--- config.mk ---
export PLATFORM = sky130hd
export DESIGN_NAME = ibus_arbiter_flat
export DESIGN_NICKNAME = d
export VERILOG_FILES = /design/src/rtl/ibus_pkg.sv /design/src/rtl/ibus_arbiter_if.sv /design/src/rtl/ibus_req_slot.sv /design/src/rtl/ibus_arbiter.sv /design/src/flat_wrapper.sv
export SDC_FILE = /design/constraint.sdc
export NUM_CORES = 1
export LEC_CHECK = 0
export CAP_MARGIN = 20
export CORE_ASPECT_RATIO = 1.4
export CORE_UTILIZATION = 40
export DETAILED_ROUTE_END_ITERATION = 16
export GPL_TIMING_DRIVEN = 0
export PLACE_DENSITY_LB_ADDON = 0.08
export REMOVE_ABC_BUFFERS = 1
export SYNTH_ARGS = -nofsm -noshare
export SYNTH_HDL_FRONTEND = slang
export SYNTH_SLANG_ARGS = --single-unit
--- constraint.sdc ---
create_clock -name sys_clk -period 4.81 [get_ports sys_clk]
set_input_delay 0.481 -clock sys_clk [delete_from_list [all_inputs] [get_ports sys_clk]]
set_output_delay 0.481 -clock sys_clk [all_outputs]
set_load 0.05 [all_outputs]
--- src/rtl/ibus_pkg.sv ---
// Shared types and constants for the jTDC internal register bus arbiter.
package ibus_pkg;

    // Default internal bus widths
    localparam int IBUS_ADDR_W = 16;
    localparam int IBUS_DATA_W = 32;

    // Read-latency counter width; holds READ_LATENCY-1 for latencies up to 15
    localparam int CNT_W = 4;

    // Requester identifiers
    localparam logic PORT_A = 1'b0;
    localparam logic PORT_B = 1'b1;

    // Access sequencer states
    typedef enum logic [1:0] {
        IDLE   = 2'd0,
        ACCESS = 2'd1,
        WAIT   = 2'd2,
        DONE   = 2'd3
    } ibus_state_e;

    // Round-robin pick: a lone requester wins, on a tie the port that was not
    // served last wins.
    function automatic logic pick_port(input logic pend_a, input logic pend_b,
                                       input logic last);
        logic port;
        if (pend_a && pend_b) begin
            port = ~last;
        end else if (pend_b) begin
            port = PORT_B;
        end else begin
            port = PORT_A;
        end
        return port;
    endfunction

endpackage

--- src/rtl/ibus_arbiter_if.sv ---
// Requester ports plus register-decoder side of the shared internal bus.
interface ibus_arbiter_if #(
    parameter int ADDR_W = ibus_pkg::IBUS_ADDR_W,
    parameter int DATA_W = ibus_pkg::IBUS_DATA_W
);
    // Port A (PCIe/AXI4 bridge)
    logic              a_req;
    logic              a_we;
    logic [ADDR_W-1:0] a_addr;
    logic [DATA_W-1:0] a_wdata;
    logic              a_done;
    logic [DATA_W-1:0] a_rdata;
    logic              a_ovf;
    // Port B (init/calibration sequencer)
    logic              b_req;
    logic              b_we;
    logic [ADDR_W-1:0] b_addr;
    logic [DATA_W-1:0] b_wdata;
    logic              b_done;
    logic [DATA_W-1:0] b_rdata;
    logic              b_ovf;
    // Shared control
    logic              ovf_clr;
    logic              busy;
    // Register decoder side
    logic [ADDR_W-1:0] bus_address;
    logic [DATA_W-1:0] bus_wdata;
    logic              bus_write;
    logic              bus_read;
    logic [DATA_W-1:0] bus_rdata;

    // Arbiter view
    modport slave (
        input  a_req, a_we, a_addr, a_wdata,
        output a_done, a_rdata, a_ovf,
        input  b_req, b_we, b_addr, b_wdata,
        output b_done, b_rdata, b_ovf,
        input  ovf_clr,
        output busy,
        output bus_address, bus_wdata, bus_write, bus_read,
        input  bus_rdata
    );

    // Requester / decoder environment view
    modport master (
        output a_req, a_we, a_addr, a_wdata,
        input  a_done, a_rdata, a_ovf,
        output b_req, b_we, b_addr, b_wdata,
        input  b_done, b_rdata, b_ovf,
        output ovf_clr,
        input  busy,
        input  bus_address, bus_wdata, bus_write, bus_read,
        output bus_rdata
    );

endinterface

--- src/rtl/ibus_req_slot.sv ---
// One-deep request buffer for a single requester, with pending and sticky
// overflow tracking. A request is only accepted when the port has nothing
// pending and is not the owner of the access in progress.
module ibus_req_slot
    import ibus_pkg::*;
#(
    parameter int ADDR_W = IBUS_ADDR_W,
    parameter int DATA_W = IBUS_DATA_W
) (
    input  logic              clk,
    input  logic              rst_n,
    input  logic              req,
    input  logic              we,
    input  logic [ADDR_W-1:0] addr,
    input  logic [DATA_W-1:0] wdata,
    input  logic              owned,
    input  logic              take,
    input  logic              ovf_clr,
    output logic              pend,
    output logic              buf_we,
    output logic [ADDR_W-1:0] buf_addr,
    output logic [DATA_W-1:0] buf_wdata,
    output logic              ovf
);

    logic              accept_s;
    logic              drop_s;
    logic              pend_r;
    logic              we_r;
    logic [ADDR_W-1:0] addr_r;
    logic [DATA_W-1:0] wdata_r;
    logic              ovf_r;

    // Classify an incoming strobe as accepted or dropped
    always_comb begin
        accept_s = 1'b0;
        drop_s   = 1'b0;
        if (req) begin
            if (pend_r || owned) begin
                drop_s = 1'b1;
            end else begin
                accept_s = 1'b1;
            end
        end else begin
            accept_s = 1'b0;
            drop_s   = 1'b0;
        end
    end

    // Pending flag and request buffer; a take only happens while pending, so
    // it never coincides with an accept
    always_ff @(posedge clk or negedge rst_n) begin
        if (!rst_n) begin
            pend_r  <= 1'b0;
            we_r    <= 1'b0;
            addr_r  <= '0;
            wdata_r <= '0;
        end else if (accept_s) begin
            pend_r  <= 1'b1;
            we_r    <= we;
            addr_r  <= addr;
            wdata_r <= wdata;
        end else if (take) begin
            pend_r  <= 1'b0;
        end else begin
            pend_r  <= pend_r;
        end
    end

    // Sticky overflow; a new overflow beats a simultaneous clear
    always_ff @(posedge clk or negedge rst_n) begin
        if (!rst_n) begin
            ovf_r <= 1'b0;
        end else if (drop_s) begin
            ovf_r <= 1'b1;
        end else if (ovf_clr) begin
            ovf_r <= 1'b0;
        end else begin
            ovf_r <= ovf_r;
        end
    end

    assign pend      = pend_r;
    assign buf_we    = we_r;
    assign buf_addr  = addr_r;
    assign buf_wdata = wdata_r;
    assign ovf       = ovf_r;

endmodule

--- src/rtl/ibus_arbiter.sv ---
// Two-requester arbiter for the jTDC internal register bus. Buffers one
// request per port, grants round-robin in IDLE, drives a single-beat access
// and returns a one-cycle done pulse with read data to the owning port.
module ibus_arbiter
    import ibus_pkg::*;
#(
    parameter int ADDR_W       = IBUS_ADDR_W,
    parameter int DATA_W       = IBUS_DATA_W,
    parameter int READ_LATENCY = 2
) (
    input  logic          sys_clk,
    input  logic          sys_rstn,
    ibus_arbiter_if.slave bus
);

    // WAIT counts down from here to zero, so bus_rdata is sampled exactly
    // READ_LATENCY cycles after the bus_read cycle
    localparam logic [CNT_W-1:0] CNT_LOAD = CNT_W'(READ_LATENCY - 1);

    ibus_state_e       state_r;
    ibus_state_e       state_next_s;
    logic [CNT_W-1:0]  cnt_r;
    logic [CNT_W-1:0]  cnt_next_s;
    logic              owner_r;
    logic              last_r;
    logic              acc_we_r;

    logic              grant_s;
    logic              grant_port_s;
    logic              take_a_s;
    logic              take_b_s;
    logic              own_a_s;
    logic              own_b_s;
    logic              rd_capture_s;
    logic              sel_we_s;
    logic [ADDR_W-1:0] sel_addr_s;
    logic [DATA_W-1:0] sel_wdata_s;

    logic              pend_a_s;
    logic              pend_b_s;
    logic              buf_a_we_s;
    logic              buf_b_we_s;
    logic [ADDR_W-1:0] buf_a_addr_s;
    logic [ADDR_W-1:0] buf_b_addr_s;
    logic [DATA_W-1:0] buf_a_wdata_s;
    logic [DATA_W-1:0] buf_b_wdata_s;
    logic              ovf_a_s;
    logic              ovf_b_s;

    logic [ADDR_W-1:0] bus_address_r;
    logic [DATA_W-1:0] bus_wdata_r;
    logic              bus_write_r;
    logic              bus_read_r;
    logic              a_done_r;
    logic              b_done_r;
    logic [DATA_W-1:0] a_rdata_r;
    logic [DATA_W-1:0] b_rdata_r;
    logic              busy_r;

    ibus_req_slot #(.ADDR_W(ADDR_W), .DATA_W(DATA_W)) u_slot_a (
        .clk       (sys_clk),
        .rst_n     (sys_rstn),
        .req       (bus.a_req),
        .we        (bus.a_we),
        .addr      (bus.a_addr),
        .wdata     (bus.a_wdata),
        .owned     (own_a_s),
        .take      (take_a_s),
        .ovf_clr   (bus.ovf_clr),
        .pend      (pend_a_s),
        .buf_we    (buf_a_we_s),
        .buf_addr  (buf_a_addr_s),
        .buf_wdata (buf_a_wdata_s),
        .ovf       (ovf_a_s)
    );

    ibus_req_slot #(.ADDR_W(ADDR_W), .DATA_W(DATA_W)) u_slot_b (
        .clk       (sys_clk),
        .rst_n     (sys_rstn),
        .req       (bus.b_req),
        .we        (bus.b_we),
        .addr      (bus.b_addr),
        .wdata     (bus.b_wdata),
        .owned     (own_b_s),
        .take      (take_b_s),
        .ovf_clr   (bus.ovf_clr),
        .pend      (pend_b_s),
        .buf_we    (buf_b_we_s),
        .buf_addr  (buf_b_addr_s),
        .buf_wdata (buf_b_wdata_s),
        .ovf       (ovf_b_s)
    );

    // Ownership of the access in progress, used to drop re-requests
    always_comb begin
        own_a_s = (state_r != IDLE) && (owner_r == PORT_A);
        own_b_s = (state_r != IDLE) && (owner_r == PORT_B);
    end

    // Next-state, grant decision and buffer selection
    always_comb begin
        state_next_s = state_r;
        cnt_next_s   = cnt_r;
        grant_s      = 1'b0;
        grant_port_s = PORT_A;
        rd_capture_s = 1'b0;
        take_a_s     = 1'b0;
        take_b_s     = 1'b0;
        sel_we_s     = 1'b0;
        sel_addr_s   = '0;
        sel_wdata_s  = '0;

        case (state_r)
            IDLE: begin
                if (pend_a_s || pend_b_s) begin
                    grant_s      = 1'b1;
                    grant_port_s = pick_port(pend_a_s, pend_b_s, last_r);
                    state_next_s = ACCESS;
                end else begin
                    state_next_s = IDLE;
                end
            end
            ACCESS: begin
                if (acc_we_r) begin
                    state_next_s = DONE;
                end else begin
                    cnt_next_s   = CNT_LOAD;
                    state_next_s = WAIT;
                end
            end
            WAIT: begin
                if (cnt_r == {CNT_W{1'b0}}) begin
                    rd_capture_s = 1'b1;
                    state_next_s = DONE;
                end else begin
                    cnt_next_s   = cnt_r - {{(CNT_W-1){1'b0}}, 1'b1};
                end
            end
            DONE: begin
                state_next_s = IDLE;
            end
            default: begin
                state_next_s = IDLE;
            end
        endcase

        if (grant_port_s == PORT_B) begin
            sel_we_s    = buf_b_we_s;
            sel_addr_s  = buf_b_addr_s;
            sel_wdata_s = buf_b_wdata_s;
        end else begin
            sel_we_s    = buf_a_we_s;
            sel_addr_s  = buf_a_addr_s;
            sel_wdata_s = buf_a_wdata_s;
        end

        take_a_s = grant_s && (grant_port_s == PORT_A);
        take_b_s = grant_s && (grant_port_s == PORT_B);
    end

    // FSM state and read-latency counter
    always_ff @(posedge sys_clk or negedge sys_rstn) begin
        if (!sys_rstn) begin
            state_r <= IDLE;
            cnt_r   <= {CNT_W{1'b0}};
        end else begin
            state_r <= state_next_s;
            cnt_r   <= cnt_next_s;
        end
    end

    // Grant bookkeeping; address and data stay put until the next grant
    always_ff @(posedge sys_clk or negedge sys_rstn) begin
        if (!sys_rstn) begin
            owner_r       <= PORT_A;
            last_r        <= PORT_B;
            acc_we_r      <= 1'b0;
            bus_address_r <= '0;
            bus_wdata_r   <= '0;
        end else if (grant_s) begin
            owner_r       <= grant_port_s;
            last_r        <= grant_port_s;
            acc_we_r      <= sel_we_s;
            bus_address_r <= sel_addr_s;
            bus_wdata_r   <= sel_wdata_s;
        end else begin
            owner_r       <= owner_r;
            last_r        <= last_r;
        end
    end

    // Strobes high only in ACCESS, done high only in DONE, busy outside IDLE
    always_ff @(posedge sys_clk or negedge sys_rstn) begin
        if (!sys_rstn) begin
            bus_write_r <= 1'b0;
            bus_read_r  <= 1'b0;
            a_done_r    <= 1'b0;
            b_done_r    <= 1'b0;
            busy_r      <= 1'b0;
        end else begin
            bus_write_r <= grant_s && sel_we_s;
            bus_read_r  <= grant_s && !sel_we_s;
            a_done_r    <= (state_next_s == DONE) && (owner_r == PORT_A);
            b_done_r    <= (state_next_s == DONE) && (owner_r == PORT_B);
            busy_r      <= (state_next_s != IDLE);
        end
    end

    // Read data capture into the owning port; writes leave it untouched
    always_ff @(posedge sys_clk or negedge sys_rstn) begin
        if (!sys_rstn) begin
            a_rdata_r <= '0;
            b_rdata_r <= '0;
        end else if (rd_capture_s) begin
            if (owner_r == PORT_B) begin
                b_rdata_r <= bus.bus_rdata;
            end else begin
                a_rdata_r <= bus.bus_rdata;
            end
        end else begin
            a_rdata_r <= a_rdata_r;
            b_rdata_r <= b_rdata_r;
        end
    end

    assign bus.bus_address = bus_address_r;
    assign bus.bus_wdata   = bus_wdata_r;
    assign bus.bus_write   = bus_write_r;
    assign bus.bus_read    = bus_read_r;
    assign bus.a_done      = a_done_r;
    assign bus.b_done      = b_done_r;
    assign bus.a_rdata     = a_rdata_r;
    assign bus.b_rdata     = b_rdata_r;
    assign bus.a_ovf       = ovf_a_s;
    assign bus.b_ovf       = ovf_b_s;
    assign bus.busy        = busy_r;

endmodule

--- src/flat_wrapper.sv ---
// flat-port wrapper written by rule: the top's interface ports become plain ports
module ibus_arbiter_flat import ibus_pkg::*;
#(
    parameter int ADDR_W       = IBUS_ADDR_W,
    parameter int DATA_W       = IBUS_DATA_W,
    parameter int READ_LATENCY = 2
)
  (sys_clk, sys_rstn, bus_a_req, bus_a_we, bus_a_addr, bus_a_wdata, bus_a_done, bus_a_rdata, bus_a_ovf, bus_b_req, bus_b_we, bus_b_addr, bus_b_wdata, bus_b_done, bus_b_rdata, bus_b_ovf, bus_ovf_clr, bus_busy, bus_bus_address, bus_bus_wdata, bus_bus_write, bus_bus_read, bus_bus_rdata);
  ibus_arbiter_if #(.ADDR_W(ADDR_W), .DATA_W(DATA_W)) bus_i ();
  input  logic sys_clk;
  input  logic sys_rstn;
  input wire logic [$bits(bus_i.a_req)-1:0] bus_a_req;
  input wire logic [$bits(bus_i.a_we)-1:0] bus_a_we;
  input wire logic [$bits(bus_i.a_addr)-1:0] bus_a_addr;
  input wire logic [$bits(bus_i.a_wdata)-1:0] bus_a_wdata;
  output wire logic [$bits(bus_i.a_done)-1:0] bus_a_done;
  output wire logic [$bits(bus_i.a_rdata)-1:0] bus_a_rdata;
  output wire logic [$bits(bus_i.a_ovf)-1:0] bus_a_ovf;
  input wire logic [$bits(bus_i.b_req)-1:0] bus_b_req;
  input wire logic [$bits(bus_i.b_we)-1:0] bus_b_we;
  input wire logic [$bits(bus_i.b_addr)-1:0] bus_b_addr;
  input wire logic [$bits(bus_i.b_wdata)-1:0] bus_b_wdata;
  output wire logic [$bits(bus_i.b_done)-1:0] bus_b_done;
  output wire logic [$bits(bus_i.b_rdata)-1:0] bus_b_rdata;
  output wire logic [$bits(bus_i.b_ovf)-1:0] bus_b_ovf;
  input wire logic [$bits(bus_i.ovf_clr)-1:0] bus_ovf_clr;
  output wire logic [$bits(bus_i.busy)-1:0] bus_busy;
  output wire logic [$bits(bus_i.bus_address)-1:0] bus_bus_address;
  output wire logic [$bits(bus_i.bus_wdata)-1:0] bus_bus_wdata;
  output wire logic [$bits(bus_i.bus_write)-1:0] bus_bus_write;
  output wire logic [$bits(bus_i.bus_read)-1:0] bus_bus_read;
  input wire logic [$bits(bus_i.bus_rdata)-1:0] bus_bus_rdata;
  assign bus_i.a_req = bus_a_req;
  assign bus_i.a_we = bus_a_we;
  assign bus_i.a_addr = bus_a_addr;
  assign bus_i.a_wdata = bus_a_wdata;
  assign bus_a_done = bus_i.a_done;
  assign bus_a_rdata = bus_i.a_rdata;
  assign bus_a_ovf = bus_i.a_ovf;
  assign bus_i.b_req = bus_b_req;
  assign bus_i.b_we = bus_b_we;
  assign bus_i.b_addr = bus_b_addr;
  assign bus_i.b_wdata = bus_b_wdata;
  assign bus_b_done = bus_i.b_done;
  assign bus_b_rdata = bus_i.b_rdata;
  assign bus_b_ovf = bus_i.b_ovf;
  assign bus_i.ovf_clr = bus_ovf_clr;
  assign bus_busy = bus_i.busy;
  assign bus_bus_address = bus_i.bus_address;
  assign bus_bus_wdata = bus_i.bus_wdata;
  assign bus_bus_write = bus_i.bus_write;
  assign bus_bus_read = bus_i.bus_read;
  assign bus_i.bus_rdata = bus_bus_rdata;
  ibus_arbiter #(.ADDR_W(ADDR_W), .DATA_W(DATA_W), .READ_LATENCY(READ_LATENCY)) u_core (.sys_clk(sys_clk), .sys_rstn(sys_rstn), .bus(bus_i));
endmodule
==> impl_table.tex, run 1 <==
\begin{tabular}{lr}
\hline
Metric & Value \\
\hline
\multicolumn{2}{l}{\textbf{Run status}} \\
\quad Status & completed \\
\multicolumn{2}{l}{\textbf{CTS}} \\
\quad Post-CTS Hold Fix Bufs & 0 \\
\quad CTS Root Buffer Type & sky130\_fd\_sc\_hd\_\_clkbuf\_16 \\
\quad Maximum root-to-sink buffer count & 3 \\
\quad Clock network latency to the later pin of the worst-skew pair & 0.50 ns \\
\quad H-Tree Level Count & 1 \\
\quad Number of clock buffers inserted by TritonCTS & 24 \\
\quad Post-CTS Setup Inserts & 0 \\
\quad Resize count post-CTS & 0 \\
\quad Post-CTS clock slew at the launch and capture registers of the worst setup and hold paths & 0.06 ns \\
\quad Total clock sinks & 228 \\
\quad CTS tree & built \\
\multicolumn{2}{l}{\textbf{Detailed routing}} \\
\quad Post-DR wirelength/cell & 19.87 um \\
\quad Drt initial violations & 252 \\
\quad Number of DRC violations after detailed routing & 0 \\
\quad Number of vias in the routed layout & 6011 \\
\quad Total wire length after detailed routing & 23170 um \\
\quad Residual antenna-violating net count after detailed routing & 0 \\
\quad Via density per instance & 5.155 \\
\quad Drt pass-1 iters & 4 \\
\multicolumn{2}{l}{\textbf{Yosys}} \\
\quad Simple-Gate Fraction of Synth Area & 0.04882 \\
\quad Syn. warnings & 0 \\
\quad Fraction of the mapped netlist area in adder cells & 0.006876 \\
\quad Area fraction in compound gates after synthesis & 0.07247 \\
\quad Combined area of all synthesized cells & 9099 um\^{}2 \\
\quad Post-synthesis cell type count & 36 \\
\quad Post-synthesis xor/xnor area fraction & 0 \\
\quad Largest family of logic cells by synthesized area & multiplexers \\
\quad Post-synthesis instance total & 593 \\
\quad Sequential cell area fraction in the yosys report & 0.6272 \\
\quad Post-synthesis area per instance & 15.34 um\^{}2 \\
\quad Multiplexer share of the synthesized area & 0.2152 \\
\quad FF+latch count, synth & 228 \\
\multicolumn{2}{l}{\textbf{Power}} \\
\quad Switching part of the total power & 0.4110 \\
\quad Peak supply drop & 418.8 uV \\
\quad Cell area power density & 836.8 nW/um\^{}2 \\
\quad Fraction of power consumed by the clock network & 0.167 \\
\quad Part of the total power dissipated in sequential elements & 0.322 \\
\quad Combinational share of power & 0.511 \\
\quad Switching power total & 4.437 mW \\
\quad Cell Int Power & 6.358 mW \\
\quad Leak & 5.694 nW \\
\multicolumn{2}{l}{\textbf{Finish}} \\
\quad Core Util, Final & 0.5837 \\
\quad Final-stage net count & 992 \\
\quad Synthesis-to-finish area growth & 41.79\% \\
\quad Highest-count cells in the layout ignoring fill and taps & sky130\_fd\_sc\_hd\_\_clkdlybuf4s50\_1 (252), sky130\_fd\_sc\_hd\_\_dfrtp\_1 (226), sky130\_fd\_sc\_hd\_\_mux2\_2 (133) \\
\quad Most common library cell in the layout ignoring fill and taps & sky130\_fd\_sc\_hd\_\_clkdlybuf4s50\_1 \\
\quad Fraction of layout instances using a drive strength above 1 & 0.2650 \\
\multicolumn{2}{l}{\textbf{Timing}} \\
\quad Measured slew at the worst slew-check pin & 0.9774 ns \\
\quad Worst-case clock skew & 0.007106 ns \\
\quad Final hold violation count & 0 \\
\quad Relative slew slack & 0.3468 \\
\quad Final TNS setup & 0 ns \\
\quad Final setup fails & 0 \\
\quad Max-slew violation count & 0 \\
\quad Unrepaired setup endpoints after global routing & false \\
\quad Minimum clock period & 2.577 ns \\
\quad Final period util & 0.5357 \\
\quad Maximum achievable frequency & 388.1 MHz \\
\multicolumn{2}{l}{\textbf{Worst hold path}} \\
\quad Class of the most critical hold timing path & primary input to async pin \\
\multicolumn{2}{l}{\textbf{Place}} \\
\quad Final HPWL from detailed placement & 15960 um \\
\quad Port Buffer Count & 253 \\
\quad Final Wtd Congestion & 0.6841 \\
\multicolumn{2}{l}{\textbf{Floorplanning}} \\
\quad Number of rows in the core area & 64 \\
\quad Initial standard-cell utilization of the core & 0.4117 \\
\quad Number of ports placed on the die boundary & 254 \\
\quad Die Height & 180.5 um \\
\quad Die X-Extent & 129.5 um \\
\quad Area inside the core boundary & 22100 um\^{}2 \\
\quad Die area & 23360 um\^{}2 \\
\multicolumn{2}{l}{\textbf{Global routing}} \\
\quad Number of antenna violations at the first check in global routing & 1 \\
\quad Overall fraction of global-route tracks in use & 0.2021 \\
\quad Via count of the first global-routing pass & 6629 \\
\quad First-pass GRT wire length & 36720 um \\
\quad Largest net degree at the start of global routing & 116 \\
\quad GRT Residual Overflow & 0 \\
\multicolumn{2}{l}{\textbf{Setup path}} \\
\quad Critical Path Start Type & flop \\
\quad Crit-path max FO & 22 \\
\quad Kind of capture point of the worst setup path & flop \\
\quad Worst path required time & 5.19 ns \\
\quad Arrival time of data at the critical path endpoint & 2.96 ns \\
\quad Crit Path Category & flop to flop \\
\quad Number of cells on the worst reg-to-reg path & 6 \\
\multicolumn{2}{l}{\textbf{Job}} \\
\quad Number of maximum-capacitance violations & 0 \\
\hline
\end{tabular}
==> state kept, by name (all words and copies together) (netlist names), 2 cells and up <==
name,cells
u_core.bus.a_rdata,32
u_core.state_r,2
u_core.cnt_r,4
u_core.u_slot_a.buf_addr,16
u_core.u_slot_a.buf_wdata,32
u_core.bus.b_rdata,32
u_core.bus.bus_wdata,32
u_core.u_slot_b.buf_wdata,32
u_core.u_slot_b.buf_addr,16
u_core.bus.bus_address,16
==> worst max-delay path: stages (launching register included) <==
cell,delay (ns)
sky130_fd_sc_hd__dfrtp_1,0.40
sky130_fd_sc_hd__inv_1,0.09
sky130_fd_sc_hd__ha_1,0.35
sky130_fd_sc_hd__a21boi_4,0.70
sky130_fd_sc_hd__a21oi_4,0.33
sky130_fd_sc_hd__buf_16,0.25
sky130_fd_sc_hd__a221o_1,0.30
==> layer usage <==
metal	track usage	share of wire	vias up
met4	0.05767	0.020	0
met3	0.06265	0.092	29
met1	0.2409	0.39	3055
met5	0	0	-
met2	0.3475	0.50	238
li1	-	-	2689
==> path summary, 6_finish.rpt <==
kind	start	endpoint	slack (ns)
worst max-delay path	u_core.state_r[0]$_DFF_PN0_	u_core.bus.bus_wdata[30]$_DFFE_PN0N_	2.23
worst min-delay path	sys_rstn	u_core.bus.a_rdata[13]$_DFFE_PN0P_	0.02
worst max register to register	u_core.state_r[0]$_DFF_PN0_	u_core.bus.bus_wdata[30]$_DFFE_PN0N_	2.23
worst min register to register	u_core.u_slot_b.buf_addr[12]$_DFFE_PN0P_	u_core.u_slot_b.buf_addr[12]$_DFFE_PN0P_	0.50
max in group asynchronous	sys_rstn	u_core.u_slot_b.buf_wdata[23]$_DFFE_PN0P_	3.71
min in group sys_clk	u_core.u_slot_b.buf_addr[12]$_DFFE_PN0P_	u_core.u_slot_b.buf_addr[12]$_DFFE_PN0P_	0.50
==> final cells by class <==
class / count / area, um^2
Clock buffer: 36 / 716.9
Tap cell: 297 / 371.6
Multi-Input combinational cell: 317 / 3157
Timing Repair Buffer: 272 / 2856
Antenna cell: 1 / 2.502
Inverter: 9 / 33.78
Fill cell: 1824 / 9200
Sequential cell: 228 / 5708
Clock inverter: 6 / 55.05
==> cells by family after synthesis <==
group                      Yosys count
buffers and inverters               48
and+or+nand+nor                     73
DFF                                228
muxes                              164
adders and majority gates            5
AOI/OAI and AO/OA                   75
==> cell usage after synthesis (all sizes together) <==
master	count	share of area
a21bo	2	0.0022
a21boi	1	0.0021
a21o	3	0.0025
a21oi	4	0.0022
a221o	46	0.051
a22oi	1	0.00083
a31oi	1	0.00069
and3	47	0.032
buf	23	0.019
clkbuf	16	0.0066
dfrtp	227	0.62
dfstp	1	0.0029
ha	5	0.0069
inv	9	0.0037
mux2	163	0.21
mux2i	1	0.0011
nand2	8	0.0033
nand3	3	0.0016
nand3b	3	0.0025
nand4bb	1	0.0018
nor2	4	0.0016
nor2b	2	0.0014
nor3	1	0.00055
nor3b	1	0.0014
o211ai	3	0.0025
o21a	1	0.00083
o21ai	11	0.0065
o22ai	1	0.00069
o31a	1	0.00096
or2	1	0.00069
or2b	2	0.0016
==> power groups by stage <==
stage	Sequential [mW]	Clock, mW	Combinational, mW
2_1_floorplan	5.14	0	1.82
3_3_place_gp	3.48	0	5.25
3_5_place_dp	3.50	0	5.54
4_1_cts	3.48	1.87	5.58
5_1_grt	3.59	1.94	5.81
6_report	3.47	1.81	5.52
==> metrics by stage <==
step                      worst slack (ns)  instances  hold slack, ns  cell area, um^2  total power [mW]
after floorplan                      1.020        554          0.1854             8865             6.961
after global placement              -5.920       1104          0.4807            11770             8.726
after detailed placement             2.192       1123          0.4882            12130             9.048
after CTS                            2.187       1165         0.07810            12900             10.92
after global routing                 2.072       1166         0.08437            12900             11.35
final                                2.233       1166         0.02220            12900             10.80
(Power assumes the default switching activity.)
==> run 2: changes to the inputs <==
clock period = 2.18 ns   (was 4.81 ns; I/O delays follow)
==> impl_table.tex, run 2 (synthesis gave the netlist of run 1 again) <==
\begin{tabular}{lr}
\hline
Metric & Value \\
\hline
\multicolumn{2}{l}{\textbf{Power}} \\
\quad Fraction of power consumed by the clock network & 0.164 (-0.003) \\
\quad Combinational share of power & 0.519 (+0.008) \\
\quad Peak supply drop & 926.0 uV (+120\%) \\
\quad Cell area power density & 1852 nW/um\^{}2 (+120\%) \\
\quad Switching power total & 9.972 mW (+120\%) \\
\quad Part of the total power dissipated in sequential elements & 0.317 (-0.005) \\
\quad Switching part of the total power & 0.4101 (-0.0008949) \\
\quad Cell Int Power & 14.34 mW (+130\%) \\
\quad Leak & 5.796 nW (+1.8\%) \\
\multicolumn{2}{l}{\textbf{Timing}} \\
\quad Worst-case clock skew & 0.005472 ns (-0.001634 ns) \\
\quad Unrepaired setup endpoints after global routing & false \\
\quad Final hold violation count & 0 (unchanged) \\
\quad Final period util & 0.9586 (+0.4229) \\
\quad Maximum achievable frequency & 478.5 MHz (+23\%) \\
\quad Minimum clock period & 2.090 ns (-0.4870 ns) \\
\quad Post-route worst hold slack & 0.3174 ns (+0.2952 ns) \\
\quad Final setup fails & 0 (unchanged) \\
\quad Relative slew slack & 0.4124 (+0.06558) \\
\quad Max-slew violation count & 0 (unchanged) \\
\quad Measured slew at the worst slew-check pin & 0.8814 ns (-0.09605 ns) \\
\multicolumn{2}{l}{\textbf{Finish}} \\
\quad Most common library cell in the layout ignoring fill and taps & sky130\_fd\_sc\_hd\_\_clkdlybuf4s50\_1 \\
\quad Diode insertion count for antenna repair & 0 (-1) \\
\quad Highest-count cells in the layout ignoring fill and taps & sky130\_fd\_sc\_hd\_\_clkdlybuf4s50\_1 (252), sky130\_fd\_sc\_hd\_\_dfrtp\_1 (226), sky130\_fd\_sc\_hd\_\_mux2\_2 (133) \\
\quad Fraction of layout instances using a drive strength above 1 & 0.2818 (+0.01687) \\
\quad Synthesis-to-finish area growth & 44.31\% \\
\quad Number of cells in the finished layout apart from fillers & 1184 (+1.5\%) \\
\quad Final-stage net count & 1011 (+1.9\%) \\
\multicolumn{2}{l}{\textbf{Place}} \\
\quad Total instance count after detailed placement & 1123 (unchanged) \\
\quad Final Wtd Congestion & 0.6841 (unchanged) \\
\quad Port Buffer Count & 253 (unchanged) \\
\quad Final HPWL from detailed placement & 15960 um (unchanged) \\
\multicolumn{2}{l}{\textbf{Floorplanning}} \\
\quad Initial standard-cell utilization of the core & 0.4117 (unchanged) \\
\quad Number of rows in the core area & 64 (unchanged) \\
\quad Area inside the core boundary & 22100 um\^{}2 (unchanged) \\
\quad Number of ports placed on the die boundary & 254 (unchanged) \\
\quad Die Height & 180.5 um (unchanged) \\
\quad Die area & 23360 um\^{}2 (unchanged) \\
\quad Die X-Extent & 129.5 um (unchanged) \\
\multicolumn{2}{l}{\textbf{CTS}} \\
\quad Post-CTS clock slew at the launch and capture registers of the worst setup and hold paths & 0.06 ns (about the same) \\
\quad Clock network latency to the later pin of the worst-skew pair & 0.51 ns (about the same) \\
\quad CTS Root Buffer Type & sky130\_fd\_sc\_hd\_\_clkbuf\_16 \\
\quad CTS tree & built \\
\quad Number of clock buffers inserted by TritonCTS & 24 (unchanged) \\
\quad Maximum root-to-sink buffer count & 3 (unchanged) \\
\quad Total clock sinks & 228 (unchanged) \\
\quad H-Tree Level Count & 1 (unchanged) \\
\multicolumn{2}{l}{\textbf{Detailed routing}} \\
\quad Total wire length after detailed routing & 24230 um (+4.6\%) \\
\quad Number of DRC violations after detailed routing & 0 (unchanged) \\
\quad Residual antenna-violating net count after detailed routing & 0 (unchanged) \\
\quad Drt pass-1 iters & 4 (unchanged) \\
\quad Via density per instance & 5.160 (about the same) \\
\quad Post-DR wirelength/cell & 20.46 um (+3.0\%) \\
\quad Drt initial violations & 264 (+4.8\%) \\
\quad Number of vias in the routed layout & 6109 (+1.6\%) \\
\multicolumn{2}{l}{\textbf{Setup path}} \\
\quad Critical-path cell list & inv\_1 > ha\_2 > nand4bb\_4 > or2\_4 > buf\_12 > mux2\_4 \\
\quad Cell family contributing the most delay on the critical path & simple AND/OR/NAND/NOR gates \\
\quad Critical Path Max Stage Delay & 0.40 ns (-0.30 ns) \\
\quad Critical path's slowest cell & sky130\_fd\_sc\_hd\_\_dfrtp\_1 \\
\quad Crit-path max FO & 25 (+14\%) \\
\quad Crit Path Category & flop to flop \\
\quad Sum of buffers and inverters on the critical path & 2 (unchanged) \\
\quad Critical Path Start Type & flop \\
\quad Kind of capture point of the worst setup path & flop \\
\quad Arrival time of data at the critical path endpoint & 2.47 ns (-0.49 ns) \\
\quad Worst path required time & 2.56 ns (-2.63 ns) \\
\multicolumn{2}{l}{\textbf{Global routing}} \\
\quad Largest net degree at the start of global routing & 116 (unchanged) \\
\quad Via count of the first global-routing pass & 6740 (+1.7\%) \\
\quad First-pass GRT wire length & 38010 um (+3.5\%) \\
\quad Overall fraction of global-route tracks in use & 0.2112 (+0.009046) \\
\quad Number of antenna violations at the first check in global routing & 0 (-1) \\
\quad GRT Residual Overflow & 0 (unchanged) \\
\multicolumn{2}{l}{\textbf{Run status}} \\
\quad Status & completed \\
\multicolumn{2}{l}{\textbf{Job}} \\
\quad Number of maximum-capacitance violations & 0 (unchanged) \\
\multicolumn{2}{l}{\textbf{Worst hold path}} \\
\quad Class of the most critical hold timing path & primary input to flop \\
\hline
\end{tabular}
==> run 2: final cells by class <==
type	instances	area, um^2
Clock buffer	36	716.9
Clock inverter	6	55.05
Fill cell	1795	8971
Inverter	9	33.78
Multi-Input combinational cell	319	3208
Sequential cell	228	5708
Tap cell	297	371.6
Timing Repair Buffer	289	3037
==> run 2: stage by stage <==
stage          setup WS (ns)  area [um^2]  setup TNS, ns  utilization  total power [mW]
3_3_place_gp          -8.287        11770       -2587.88       0.5325             19.06
5_1_grt             0.008749        13130              0       0.5941             25.54
3_5_place_dp         -0.4384        12130         -35.08       0.5487             19.96
6_report             0.09030        13130              0       0.5941             24.31
2_1_floorplan         -1.610         8865        -234.21            -             15.36
4_1_cts             0.003021        13100              0       0.5928             24.53
==> run 2: timing repair <==
item                                    4_1_cts  5_1_grt
hold buffers                                  1        0
gates resized for setup                       4        2
pin swaps                                     4        1
endpoints found under the hold margin       112        0
gates cloned                                  2        0
endpoints found under the setup margin      173       68
buffers inserted                             14        3
==> run 2: final timing paths <==
check,endpoint,cells after the start,from,slack [ns]
min in group asynchronous,u_core.bus.a_rdata[13]$_DFFE_PN0P_,2,sys_rstn,0.37
worst max-delay path,u_core.bus.b_rdata[14]$_DFFE_PN0P_,6,u_core.state_r[0]$_DFF_PN0_,0.09
worst max register to register,u_core.bus.b_rdata[14]$_DFFE_PN0P_,6,u_core.state_r[0]$_DFF_PN0_,0.09
worst min register to register,u_core.u_slot_b.buf_wdata[6]$_DFFE_PN0P_,1,u_core.u_slot_b.buf_wdata[6]$_DFFE_PN0P_,0.50
max in group asynchronous,u_core.u_slot_a.buf_addr[1]$_DFFE_PN0P_,3,sys_rstn,0.73
worst min-delay path,u_core.u_slot_a.ovf$_DFFE_PN0P_,2,bus_ovf_clr,0.32
==> run 2: power by group through the flow <==
stage / Sequential [mW] / Combinational (mW) / Clock (mW)
3_3_place_gp: 7.67 / 11.4 / 0
3_5_place_dp: 7.73 / 12.2 / 0
4_1_cts: 7.71 / 12.7 / 4.13
2_1_floorplan: 11.3 / 4.02 / 0
6_report: 7.71 / 12.6 / 3.99
5_1_grt: 7.97 / 13.3 / 4.28
==> run 2: routing by layer <==
layer | global-route usage | wire length, um
met5 | 0 | 0
met3 | 0.05909 | 2047
met1 | 0.2458 | 9297
met2 | 0.3746 | 12380
met4 | 0.05907 | 507
==> run 3: changes to the inputs <==
SKIP_CTS_REPAIR_TIMING = 1   (was not set)
==> impl_table.tex, run 3 (synthesis gave the netlist of run 1 again) <==
\begin{tabular}{lr}
\hline
Metric & Value \\
\hline
\multicolumn{2}{l}{\textbf{CTS}} \\
\quad Post-CTS clock slew at the launch and capture registers of the worst setup and hold paths & 0.06 ns (about the same) \\
\quad H-Tree Level Count & 1 (unchanged) \\
\quad Number of clock buffers inserted by TritonCTS & 24 (unchanged) \\
\quad CTS Root Buffer Type & sky130\_fd\_sc\_hd\_\_clkbuf\_16 \\
\quad Maximum root-to-sink buffer count & 3 (unchanged) \\
\quad Clock network latency to the later pin of the worst-skew pair & 0.50 ns (about the same) \\
\quad CTS tree & built \\
\quad Total clock sinks & 228 (unchanged) \\
\multicolumn{2}{l}{\textbf{Detailed routing}} \\
\quad Post-DR wirelength/cell & 20.47 um (about the same) \\
\quad Number of vias in the routed layout & 6127 (+0.29\%) \\
\quad Drt initial violations & 229 (-13\%) \\
\quad Via density per instance & 5.153 (-0.13\%) \\
\quad Drt pass-1 iters & 4 (unchanged) \\
\quad Number of DRC violations after detailed routing & 0 (unchanged) \\
\quad Total wire length after detailed routing & 24340 um (+0.45\%) \\
\quad Residual antenna-violating net count after detailed routing & 0 (unchanged) \\
\multicolumn{2}{l}{\textbf{Timing}} \\
\quad Measured slew at the worst slew-check pin & 0.8920 ns (+0.01063 ns) \\
\quad Final hold violation count & 0 (unchanged) \\
\quad Final setup fails & 0 (unchanged) \\
\quad Relative slew slack & 0.4053 (-0.007085) \\
\quad Minimum clock period & 2.102 ns (+0.01198 ns) \\
\quad Maximum achievable frequency & 475.8 MHz (-0.57\%) \\
\quad Post-route worst hold slack & 0.3197 ns (+0.002255 ns) \\
\quad Final TNS setup & 0 ns (unchanged) \\
\quad Unrepaired setup endpoints after global routing & true \\
\quad Worst-case clock skew & 0.007056 ns (+0.001584 ns) \\
\quad Final period util & 0.9641 (+0.005496) \\
\quad Max-slew violation count & 0 (unchanged) \\
\multicolumn{2}{l}{\textbf{Setup path}} \\
\quad Crit-path max FO & 25 (unchanged) \\
\quad Arrival time of data at the critical path endpoint & 2.48 ns (about the same) \\
\quad Kind of capture point of the worst setup path & flop \\
\quad Crit Path Category & flop to flop \\
\quad Critical Path Start Type & flop \\
\quad Critical-path cell list & inv\_1 > ha\_2 > nand4bb\_4 > or2\_4 > buf\_12 > mux2\_4 \\
\quad Worst path required time & 2.56 ns (about the same) \\
\quad CP Depth & 6 (unchanged) \\
\quad Cell family contributing the most delay on the critical path & simple AND/OR/NAND/NOR gates \\
\quad Critical path's slowest cell & sky130\_fd\_sc\_hd\_\_dfrtp\_1 \\
\quad Slack of the worst reg-to-reg path & 0.08 ns (about the same) \\
\quad Number of cells on the worst reg-to-reg path & 6 (unchanged) \\
\quad Sum of buffers and inverters on the critical path & 2 (unchanged) \\
\quad Critical Path Max Stage Delay & 0.40 ns (about the same) \\
\multicolumn{2}{l}{\textbf{Global routing}} \\
\quad GRT Residual Overflow & 0 (unchanged) \\
\quad Overall fraction of global-route tracks in use & 0.2021 (-0.009046) \\
\quad First-pass GRT wire length & 36720 um (-3.4\%) \\
\quad Number of antenna violations at the first check in global routing & 1 (+1) \\
\quad Via count of the first global-routing pass & 6629 (-1.6\%) \\
\quad Largest net degree at the start of global routing & 116 (unchanged) \\
\multicolumn{2}{l}{\textbf{Finish}} \\
\quad Most common library cell in the layout ignoring fill and taps & sky130\_fd\_sc\_hd\_\_clkdlybuf4s50\_1 \\
\quad Final-stage net count & 1015 (+0.40\%) \\
\quad Fraction of layout instances using a drive strength above 1 & 0.2851 (+0.003224) \\
\quad Fill cells & 1805 (+0.56\%) \\
\quad Multi-input combinational cell area & 3208 um\^{}2 (unchanged) \\
\quad Area occupied by registers & 5710 um\^{}2 (about the same) \\
\quad Highest-count cells in the layout ignoring fill and taps & sky130\_fd\_sc\_hd\_\_clkdlybuf4s50\_1 (252), sky130\_fd\_sc\_hd\_\_dfrtp\_1 (226), sky130\_fd\_sc\_hd\_\_mux2\_2 (133) \\
\quad Synthesis-to-finish area growth & 44.73\% \\
\multicolumn{2}{l}{\textbf{Place}} \\
\quad Port Buffer Count & 253 (unchanged) \\
\quad Final HPWL from detailed placement & 15960 um (unchanged) \\
\quad Final Wtd Congestion & 0.6841 (unchanged) \\
\multicolumn{2}{l}{\textbf{Floorplanning}} \\
\quad Area inside the core boundary & 22100 um\^{}2 (unchanged) \\
\quad Die area & 23360 um\^{}2 (unchanged) \\
\quad Number of rows in the core area & 64 (unchanged) \\
\quad Initial standard-cell utilization of the core & 0.4117 (unchanged) \\
\quad Number of ports placed on the die boundary & 254 (unchanged) \\
\quad Die X-Extent & 129.5 um (unchanged) \\
\quad Die Height & 180.5 um (unchanged) \\
\multicolumn{2}{l}{\textbf{Power}} \\
\quad Cell area power density & 1851 nW/um\^{}2 (about the same) \\
\quad Combinational share of power & 0.521 (+0.002) \\
\quad Fraction of power consumed by the clock network & 0.164 (about the same) \\
\quad Peak supply drop & 923.5 uV (-0.26\%) \\
\quad Switching part of the total power & 0.4101 (about the same) \\
\quad Switching power total & 9.994 mW (+0.22\%) \\
\quad Leak & 5.814 nW (+0.32\%) \\
\quad Cell Int Power & 14.38 mW (+0.23\%) \\
\quad Part of the total power dissipated in sequential elements & 0.316 (about the same) \\
\multicolumn{2}{l}{\textbf{Worst hold path}} \\
\quad Class of the most critical hold timing path & primary input to flop \\
\quad Depth of the worst hold-timing path & 2 (unchanged) \\
\multicolumn{2}{l}{\textbf{Job}} \\
\quad Number of maximum-capacitance violations & 0 (unchanged) \\
\multicolumn{2}{l}{\textbf{Run status}} \\
\quad Status & completed \\
\hline
\end{tabular}
-- run 3: cell types whose count changed in the layout (fill, tap and decap cells not counted), sizes merged --
cell	change
buf	+4
diode	+1
-- run 3: per-stage QoR --
step                  util  total power [mW]  std cells  setup slack, ns  cell area, um^2
CTS                 0.5836             24.10       1165          -0.4429            12900
detailed placement  0.5487             19.96       1123          -0.4384            12130
global placement    0.5325             19.06       1104           -8.287            11770
floorplan                -             15.36        554           -1.610             8865
finish              0.5958             24.37       1189          0.07832            13170
global route        0.5958             25.58       1189        -0.004225            13170
-- run 3: area by class of cell --
| cell class | instances | share of cell area |
|---|---|---|
| antenna | 1 | 0.0001900 |
| clock buffer | 36 | 0.05444 |
| clock inverter | 6 | 0.004181 |
| inverter | 9 | 0.002565 |
| multi-input combinational | 319 | 0.2436 |
| sequential | 228 | 0.4336 |
| tap | 297 | 0.02822 |
| timing repair buffer | 293 | 0.2332 |
-- run 3: routing by layer --
layer  vias up  global-route usage  wire [um]
met3        27             0.06265       2138
met5         -                   0          0
met4         0             0.05767        456
met1      3129              0.2409       9348
li1       2733                   -          -
met2       238              0.3475      12390
-- run 3: final timing paths --
check | from | to
max | u_core.state_r[0]$_DFF_PN0_ | u_core.bus.b_rdata[14]$_DFFE_PN0P_
min | bus_ovf_clr | u_core.u_slot_a.ovf$_DFFE_PN0P_
max reg2reg | u_core.state_r[0]$_DFF_PN0_ | u_core.bus.b_rdata[14]$_DFFE_PN0P_
min reg2reg | u_core.u_slot_b.buf_wdata[30]$_DFFE_PN0P_ | u_core.u_slot_b.buf_wdata[30]$_DFFE_PN0P_
max in group asynchronous | sys_rstn | u_core.u_slot_b.buf_wdata[23]$_DFFE_PN0P_
min in group asynchronous | sys_rstn | u_core.bus.a_rdata[13]$_DFFE_PN0P_
-- run 3: worst reg2reg max path: stages (launching register included) --
cell and delay, ns:
sky130_fd_sc_hd__dfrtp_1 0.40, sky130_fd_sc_hd__inv_1 0.14, sky130_fd_sc_hd__ha_2 0.31, sky130_fd_sc_hd__nand4bb_4 0.22
sky130_fd_sc_hd__or2_4 0.37, sky130_fd_sc_hd__buf_12 0.20, sky130_fd_sc_hd__mux2_4 0.35
-- run 3: power by group through the flow --
stage	Combinational (mW)	Sequential [mW]	Clock, mW
finish	12.7	7.70	3.99
global route	13.3	7.96	4.28
CTS	12.3	7.67	4.13
detailed placement	12.2	7.73	0
global placement	11.4	7.67	0
floorplan	4.02	11.3	0
